File: src/rtl/seq_mult_arbiter_pkg.sv
// Shared types and helpers for the sequential multiplier arbiter slice.
package seq_mult_pkg;

    localparam int unsigned BITSIZE_W     = 5;
    localparam int unsigned SEQ_K         = 2;
    localparam int unsigned SEQ_MAX_WIDTH = 16;

    typedef enum logic [1:0] {
        IDLE,
        ISSUE,
        WAIT,
        RESP
    } seq_arb_state_e;

    // One captured request as handed to the multiplier.
    typedef struct packed {
        logic [SEQ_K-1:0][SEQ_MAX_WIDTH-1:0] row;
        logic [SEQ_K-1:0][SEQ_MAX_WIDTH-1:0] col;
        logic [31:0]                         c;
        logic [BITSIZE_W-1:0]                bitsize;
    } seq_mult_req_t;

    // A precision code is usable when it is 1..max_code.
    function automatic logic bitsize_ok(input logic [BITSIZE_W-1:0] bs,
                                        input int unsigned          max_code);
        return (bs != '0) && (32'(bs) <= max_code);
    endfunction

endpackage

File: src/rtl/seq_mult_arbiter_if.sv
// Request/response and multiplier handshake bundle of the arbiter.
interface seq_mult_arbiter_if
    import seq_mult_pkg::*;
#(
    parameter int unsigned NREQ      = 4,
    parameter int unsigned K         = 2,
    parameter int unsigned MAX_WIDTH = 16
);

    // requester side
    logic [NREQ-1:0]                         req_valid_i;
    logic [NREQ-1:0]                         req_ready_o;
    logic [NREQ-1:0][K-1:0][MAX_WIDTH-1:0]   req_row_i;
    logic [NREQ-1:0][K-1:0][MAX_WIDTH-1:0]   req_col_i;
    logic [NREQ-1:0][31:0]                   req_c_i;
    logic [NREQ-1:0][BITSIZE_W-1:0]          req_bitsize_i;
    logic [NREQ-1:0]                         rsp_valid_o;
    logic [NREQ-1:0]                         rsp_ready_i;
    logic [31:0]                             rsp_d_o;
    logic                                    rsp_err_o;

    // multiplier side
    logic [K-1:0][MAX_WIDTH-1:0]             mult_row_o;
    logic [K-1:0][MAX_WIDTH-1:0]             mult_col_o;
    logic [31:0]                             mult_c_o;
    logic [BITSIZE_W-1:0]                    mult_bitsize_o;
    logic                                    mult_valid_o;
    logic                                    mult_ready_i;
    logic                                    mult_valid_i;
    logic                                    mult_ready_o;
    logic [31:0]                             mult_d_i;

    modport slave (
        input  req_valid_i, req_row_i, req_col_i, req_c_i, req_bitsize_i, rsp_ready_i,
        input  mult_ready_i, mult_valid_i, mult_d_i,
        output req_ready_o, rsp_valid_o, rsp_d_o, rsp_err_o,
        output mult_row_o, mult_col_o, mult_c_o, mult_bitsize_o, mult_valid_o, mult_ready_o
    );

    modport master (
        output req_valid_i, req_row_i, req_col_i, req_c_i, req_bitsize_i, rsp_ready_i,
        output mult_ready_i, mult_valid_i, mult_d_i,
        input  req_ready_o, rsp_valid_o, rsp_d_o, rsp_err_o,
        input  mult_row_o, mult_col_o, mult_c_o, mult_bitsize_o, mult_valid_o, mult_ready_o
    );

endinterface

File: src/rtl/seq_mult_arbiter_rr_arbiter.sv
// Combinational round-robin pick: first valid index at or after ptr.
module rr_arbiter #(
    parameter int unsigned NREQ = 4,
    parameter int unsigned IW   = $clog2(NREQ)
) (
    input  logic [NREQ-1:0] req_valid,
    input  logic [IW-1:0]   ptr,
    output logic [NREQ-1:0] grant,
    output logic [IW-1:0]   grant_idx,
    output logic            grant_any
);

    logic [IW:0]   sum;
    logic [IW-1:0] cand;

    // Walk the requesters starting at ptr, wrapping at NREQ, keep the first hit.
    always_comb begin
        grant     = '0;
        grant_idx = '0;
        grant_any = 1'b0;
        sum       = '0;
        cand      = '0;
        for (int unsigned i = 0; i < NREQ; i++) begin
            sum = (IW+1)'(ptr) + (IW+1)'(i);
            if (sum >= (IW+1)'(NREQ)) begin
                sum = sum - (IW+1)'(NREQ);
            end
            cand = sum[IW-1:0];
            if (!grant_any && req_valid[cand]) begin
                grant_any   = 1'b1;
                grant_idx   = cand;
                grant[cand] = 1'b1;
            end
        end
    end

endmodule

File: src/rtl/seq_mult_arbiter.sv
// Shares one sequential multiplier between NREQ requesters, one transaction at a time.
module seq_mult_arbiter
    import seq_mult_pkg::*;
#(
    parameter int unsigned NREQ      = 4,
    parameter int unsigned K         = 2,
    parameter int unsigned P         = 2,
    parameter int unsigned MAX_WIDTH = 16
) (
    input  logic                   clk_i,
    input  logic                   rst_i,
    seq_mult_arbiter_if.slave      bus,
    output logic                   busy_o,
    output logic [31:0]            done_count_o
);

    localparam int unsigned IW       = $clog2(NREQ);
    localparam int unsigned MAX_CODE = MAX_WIDTH / P;

    // The captured-request struct has fixed field widths.
    if (K != SEQ_K || MAX_WIDTH != SEQ_MAX_WIDTH || NREQ < 2 || NREQ > 8) begin : g_param_check
        $error("seq_mult_arbiter: K/MAX_WIDTH must match seq_mult_pkg and NREQ must be 2..8");
    end

    seq_arb_state_e  state_q;
    logic [IW-1:0]   ptr_q;
    logic [IW-1:0]   owner_q;
    seq_mult_req_t   req_q;
    logic [31:0]     result_q;
    logic            err_q;

    logic [NREQ-1:0] grant;
    logic [IW-1:0]   grant_idx;
    logic            grant_any;

    rr_arbiter #(
        .NREQ (NREQ),
        .IW   (IW)
    ) u_rr (
        .req_valid (bus.req_valid_i),
        .ptr       (ptr_q),
        .grant     (grant),
        .grant_idx (grant_idx),
        .grant_any (grant_any)
    );

    // Accept and response strobes; accept is only offered in IDLE outside reset.
    always_comb begin
        bus.req_ready_o = '0;
        bus.rsp_valid_o = '0;
        if (state_q == IDLE && !rst_i) begin
            bus.req_ready_o = grant;
        end
        if (state_q == RESP) begin
            bus.rsp_valid_o[owner_q] = 1'b1;
        end
    end

    assign bus.mult_valid_o   = (state_q == ISSUE);
    assign bus.mult_ready_o   = (state_q == WAIT);
    assign busy_o             = (state_q != IDLE);
    assign bus.rsp_d_o        = result_q;
    assign bus.rsp_err_o      = err_q;
    assign bus.mult_row_o     = req_q.row;
    assign bus.mult_col_o     = req_q.col;
    assign bus.mult_c_o       = req_q.c;
    assign bus.mult_bitsize_o = req_q.bitsize;

    // Transaction FSM: capture winner, run multiplier handshake, return result to owner.
    always_ff @(posedge clk_i or posedge rst_i) begin
        if (rst_i) begin
            state_q      <= IDLE;
            ptr_q        <= '0;
            owner_q      <= '0;
            req_q        <= '0;
            result_q     <= '0;
            err_q        <= 1'b0;
            done_count_o <= '0;
        end else begin
            case (state_q)
                IDLE: begin
                    if (grant_any) begin
                        owner_q       <= grant_idx;
                        req_q.row     <= bus.req_row_i[grant_idx];
                        req_q.col     <= bus.req_col_i[grant_idx];
                        req_q.c       <= bus.req_c_i[grant_idx];
                        req_q.bitsize <= bus.req_bitsize_i[grant_idx];
                        result_q      <= '0;
                        if (bitsize_ok(bus.req_bitsize_i[grant_idx], MAX_CODE)) begin
                            err_q   <= 1'b0;
                            state_q <= ISSUE;
                        end else begin
                            err_q   <= 1'b1;
                            state_q <= RESP;
                        end
                    end
                end
                ISSUE: begin
                    if (bus.mult_ready_i) begin
                        state_q <= WAIT;
                    end
                end
                WAIT: begin
                    if (bus.mult_valid_i) begin
                        result_q <= bus.mult_d_i;
                        state_q  <= RESP;
                    end
                end
                RESP: begin
                    if (bus.rsp_ready_i[owner_q]) begin
                        state_q      <= IDLE;
                        ptr_q        <= (owner_q == IW'(NREQ - 1)) ? '0 : owner_q + IW'(1);
                        done_count_o <= done_count_o + 32'd1;
                    end
                end
                default: state_q <= IDLE;
            endcase
        end
    end

endmodule

File: src/flat_wrapper.sv
// flat-port wrapper written by rule: the top's interface ports become plain ports
module seq_mult_arbiter_flat import seq_mult_pkg::*;
#(
    parameter int unsigned NREQ      = 4,
    parameter int unsigned K         = 2,
    parameter int unsigned P         = 2,
    parameter int unsigned MAX_WIDTH = 16
)
  (clk_i, rst_i, busy_o, done_count_o, bus_req_valid_i, bus_req_row_i, bus_req_col_i, bus_req_c_i, bus_req_bitsize_i, bus_rsp_ready_i, bus_mult_ready_i, bus_mult_valid_i, bus_mult_d_i, bus_req_ready_o, bus_rsp_valid_o, bus_rsp_d_o, bus_rsp_err_o, bus_mult_row_o, bus_mult_col_o, bus_mult_c_o, bus_mult_bitsize_o, bus_mult_valid_o, bus_mult_ready_o);
  seq_mult_arbiter_if #(.NREQ(NREQ), .K(K), .MAX_WIDTH(MAX_WIDTH)) bus_i ();
  input  logic clk_i;
  input  logic rst_i;
  output logic busy_o;
  output logic [31:0] done_count_o;
  input wire logic [$bits(bus_i.req_valid_i)-1:0] bus_req_valid_i;
  input wire logic [$bits(bus_i.req_row_i)-1:0] bus_req_row_i;
  input wire logic [$bits(bus_i.req_col_i)-1:0] bus_req_col_i;
  input wire logic [$bits(bus_i.req_c_i)-1:0] bus_req_c_i;
  input wire logic [$bits(bus_i.req_bitsize_i)-1:0] bus_req_bitsize_i;
  input wire logic [$bits(bus_i.rsp_ready_i)-1:0] bus_rsp_ready_i;
  input wire logic [$bits(bus_i.mult_ready_i)-1:0] bus_mult_ready_i;
  input wire logic [$bits(bus_i.mult_valid_i)-1:0] bus_mult_valid_i;
  input wire logic [$bits(bus_i.mult_d_i)-1:0] bus_mult_d_i;
  output wire logic [$bits(bus_i.req_ready_o)-1:0] bus_req_ready_o;
  output wire logic [$bits(bus_i.rsp_valid_o)-1:0] bus_rsp_valid_o;
  output wire logic [$bits(bus_i.rsp_d_o)-1:0] bus_rsp_d_o;
  output wire logic [$bits(bus_i.rsp_err_o)-1:0] bus_rsp_err_o;
  output wire logic [$bits(bus_i.mult_row_o)-1:0] bus_mult_row_o;
  output wire logic [$bits(bus_i.mult_col_o)-1:0] bus_mult_col_o;
  output wire logic [$bits(bus_i.mult_c_o)-1:0] bus_mult_c_o;
  output wire logic [$bits(bus_i.mult_bitsize_o)-1:0] bus_mult_bitsize_o;
  output wire logic [$bits(bus_i.mult_valid_o)-1:0] bus_mult_valid_o;
  output wire logic [$bits(bus_i.mult_ready_o)-1:0] bus_mult_ready_o;
  assign bus_i.req_valid_i = bus_req_valid_i;
  assign bus_i.req_row_i = bus_req_row_i;
  assign bus_i.req_col_i = bus_req_col_i;
  assign bus_i.req_c_i = bus_req_c_i;
  assign bus_i.req_bitsize_i = bus_req_bitsize_i;
  assign bus_i.rsp_ready_i = bus_rsp_ready_i;
  assign bus_i.mult_ready_i = bus_mult_ready_i;
  assign bus_i.mult_valid_i = bus_mult_valid_i;
  assign bus_i.mult_d_i = bus_mult_d_i;
  assign bus_req_ready_o = bus_i.req_ready_o;
  assign bus_rsp_valid_o = bus_i.rsp_valid_o;
  assign bus_rsp_d_o = bus_i.rsp_d_o;
  assign bus_rsp_err_o = bus_i.rsp_err_o;
  assign bus_mult_row_o = bus_i.mult_row_o;
  assign bus_mult_col_o = bus_i.mult_col_o;
  assign bus_mult_c_o = bus_i.mult_c_o;
  assign bus_mult_bitsize_o = bus_i.mult_bitsize_o;
  assign bus_mult_valid_o = bus_i.mult_valid_o;
  assign bus_mult_ready_o = bus_i.mult_ready_o;
  seq_mult_arbiter #(.NREQ(NREQ), .K(K), .P(P), .MAX_WIDTH(MAX_WIDTH)) u_core (.clk_i(clk_i), .rst_i(rst_i), .bus(bus_i), .busy_o(busy_o), .done_count_o(done_count_o));
endmodule
File: config.mk
export PLATFORM = sky130hd
export DESIGN_NAME = seq_mult_arbiter_flat
export DESIGN_NICKNAME = d
export VERILOG_FILES = /design/src/rtl/seq_mult_arbiter_pkg.sv /design/src/rtl/seq_mult_arbiter_if.sv /design/src/rtl/seq_mult_arbiter_rr_arbiter.sv /design/src/rtl/seq_mult_arbiter.sv /design/src/flat_wrapper.sv
export SDC_FILE = /design/constraint.sdc
export NUM_CORES = 1
export LEC_CHECK = 0
export BUFFER_PORTS_ARGS = -buffer_cell sky130_fd_sc_hd__buf_2
export CAP_MARGIN = 20
export CORE_AREA = 2 2 243 245
export DETAILED_ROUTE_END_ITERATION = 8
export DIE_AREA = 0 0 245 247
export MAX_ROUTING_LAYER = met4
export PLACE_DENSITY = 0.43
export SETUP_SLACK_MARGIN = 0.02
export SYNTH_ARGS = -nofsm -noshare
export SYNTH_HDL_FRONTEND = slang
export SYNTH_SLANG_ARGS = --single-unit
export TNS_END_PERCENT = 10
File: constraint.sdc
create_clock -name clk_i -period 5.9 [get_ports clk_i]
set_input_delay 0 -clock clk_i [delete_from_list [all_inputs] [get_ports clk_i]]
set_output_delay 0 -clock clk_i [all_outputs]
set_load 0.02 [all_outputs]
==> impl_metrics.py <==
metrics = {
    "critical_path": {
        "worstSetupPathType": "reg2reg",
        "crit_buf_inv": 4,
        "startpoint_type": "flop",
        "worstPathMaxFanout": 87,
        "arrival_ns": 5.77,
        "crit_required_ns": 6.24,
        "crit_path_max_incr_delay_ns": 0.79,
        "critical_path.top_delay_family": "buffers and inverters",
        "cp_cell_sequence": "inv_1, ha_1, mux4_2, or2_1, o221a_2, nor2_4, buf_4, nand3_1, dlygate4sd3_1, o21ai_0, dlygate4sd3_1, o21ai_0",
        "slowest_stage": "dfrtp_1",
        "cp-end-kind": "flop",
    },
    "sta": {
        "fin_crit_ns": 5.42,
        "setup_viol": 0,
        "tightestPinTransition_ns": 0.916,
        "max-slew-margin-rel_pct": 39.0,
        "final_hold_viol_count": 0,
        "rsz0062_at_grt": "false",
        "slew_violations": 0,
        "setup_tns_ns": 0,
        "finalClockSkew_ns": 0.0116,
        "max_freq_mhz": 184,
        "worst_slack_ns": 0.478,
        "post-route-period-util_pct": 91.9,
        "hold_slack_ns": 0.101,
    },
    "pwr": {
        "power_density_nw_per_um2": 618,
        "cellLeakagePower_nw": 9.15,
        "ir_drop_v": 0.000473,
    },
    "global_routing": {
        "grtUsageTotal_pct": 15.3,
        "antenna_found_initial": 9,
        "grt_pass1_wl_um": 69800,
        "grt_pass1_vias": 12932,
        "grt.overflow.total": 0,
        "grt_max_degree": 125,
    },
    "cells_and_area": {
        "drive_gt1_share_pct": 29.1,
        "layout_common_cells": "nand2_1 (667), buf_2 (624), dlygate4sd3_1 (329)",
        "utilization_pct": 31.1,
        "area_delta_synth_final_pct": 74.1,
        "nets": 2817,
        "fin_cells": 3146,
        "final_common_cell": "nand2_1",
    },
    "floorplanning": {
        "num_rows": 89,
        "start_util_pct": 17.9,
        "fp.dieW_um": 245,
        "io_pins": 625,
        "die-area_um2": 60500,
        "core_um2": 58200,
        "die_h_um": 247,
    },
    "placement": {
        "gp_congestion": 0.863,
        "port_buffers": 624,
        "hpwl_um": 35000,
        "place_inst": 2777,
        "pre_cts_ws_ns": 1.59,
    },
    "run": {
        "maxCapViolCount": 0,
    },
    "clocking": {
        "cts_buffers": 17,
        "clkLatencyLatePin_ns": 0.48,
        "cts_resized": 0,
        "clockBufferDepth": 2,
        "cts_tree": "yes",
        "clock_sinks": 172,
        "post_cts_buffers": 0,
        "holdBufCountCts": 329,
        "clk_pin_slew_ns": 0.08,
        "root_buffer": "clkbuf_16",
        "htreeDepth": 4,
    },
    "yosys": {
        "synth.avg_cell_area_um2": 7.09,
        "synth.top_cell.area_share_pct": 41.3,
        "yosys.area.top_type": "dfrtp_1",
        "netlist_instances": 1469,
        "synth.cell_area_um2": 10400,
        "synth_cell_types": 51,
        "async_flop_share_pct": 100,
        "yosysSeqAreaShare_pct": 41.3,
        "ys_ff_latch": 172,
        "ys.warnings.count": 0,
        "synth_flop_cell": "dfrtp_1",
        "synth_area_leaders": "dfrtp_1 (41%), nand2_1 (24%), o21ai_1 (6.6%)",
        "synth-edff-count": 0,
        "syn-num-nets": 1934,
    },
    "drt": {
        "vias": 13334,
        "firstDrtPassIters": 5,
        "routed_via_density": 4.24,
        "drt-initial-drc-count": 425,
        "routed_wl_um": 46600,
        "route.detailed.drc": 0,
        "ant_nets": 0,
        "routedWlPerCell_um": 14.8,
    },
    "min_path": {
        "hold_class": "in2async",
    },
    "outcome": {
        "status": "completed",
    },
}
-- Yosys cell counts (all sizes together), types with 2 or more instances --
cell type and number:
a21oi 3, a221oi 4, a22oi 4, a31o 3
and2 9, and3 4, and4 3, buf 39
clkbuf 63, dfrtp 172, ha 17, inv 18
mux2 2, mux2i 7, mux4 5, nand2 668
nand3 116, nand4 7, nor2 21, nor2b 2
nor3 4, o21a 4, o21ai 241, o221ai 4
or3 2, xnor2 28, xor2 4
-- report_power, final --
| group | internal [mW] | switching, mW | total [mW] |
|---|---|---|---|
| Combinational | 3.77 | 4.36 | 8.13 |
| Sequential | 1.67 | 0.291 | 1.96 |
| Clock | 0.549 | 0.561 | 1.11 |
| Total | 5.99 | 5.22 | 11.2 |
-- cell type report --
type                    count  area (um2)
fillers                  6344       40100
repair buffers            966        6580
multi-input cells        1177        5640
flip-flops and latches    172        4300
well taps                 773         967
clock buffers              19         433
clock inverters            13         113
inverters                  18        75.1
diodes                      8        20.0
-- stage by stage --
| step | total power, mW | instance area, um2 |
|---|---|---|
| CTS | 11.3 | 18100 |
| global placement | 7.93 | 14300 |
| global route | 12.3 | 18100 |
| floorplan | 6.17 | 10400 |
| finish | 11.2 | 18100 |
| detailed placement | 7.99 | 14300 |
-- final timing paths --
kind | from | slack, ns | end | cells after the start
max in group asynchronous | rst_i | 4.57 | u_core.bus.mult_col_o[28]$_DFFE_PP0P_ | 4
setup / recovery | u_core.ptr_q[0]$_DFFE_PP0P_ | 0.48 | u_core.bus.mult_row_o[20]$_DFFE_PP0P_ | 12
min in group clk_i | bus_req_bitsize_i[14] | 0.10 | u_core.bus.mult_bitsize_o[4]$_DFFE_PP0P_ | 4
hold reg to reg | u_core.done_count_o[31]$_DFFE_PP0P_ | 0.47 | u_core.done_count_o[31]$_DFFE_PP0P_ | 1
setup reg to reg | u_core.ptr_q[0]$_DFFE_PP0P_ | 0.48 | u_core.bus.mult_row_o[20]$_DFFE_PP0P_ | 12
hold / removal | rst_i | 0.10 | u_core.bus.mult_row_o[17]$_DFFE_PP0P_ | 3
-- layer usage --
metal | GRT usage (%) | share of wire [%]
met5 | - | 0
met4 | 6.24 | 3.1
met3 | 4.37 | 6.3
met2 | 25.2 | 49
met1 | 17.5 | 42
-- cell families after synthesis --
kind of cell / share of synthesized area (%)
multiplexers: 1.97
flip-flops: 41.3
buffers and inverters: 4.84
AND/OR/NAND/NOR: 33.0
XOR/XNOR: 2.69
adder cells (fa/ha/maj): 2.04
AO/OA/AOI/OAI: 14.1
-- worst min-delay path, delay by kind of cell --
kind | cells | cell delay [ns]
buffers and inverters | 3 | 1.01
-- flip-flops by register name, summed over array words and instances, names as in the netlist --
signal,flops
u_core.bus.mult_c_o,32
u_core.bus.mult_col_o,32
u_core.bus.mult_row_o,32
u_core.bus.rsp_d_o,32
u_core.done_count_o,32
u_core.bus.mult_bitsize_o,5
u_core.owner_q,2
u_core.ptr_q,2
u_core.state_q,2
u_core.bus.rsp_err_o,1
Power figures use the tool's default switching activity.
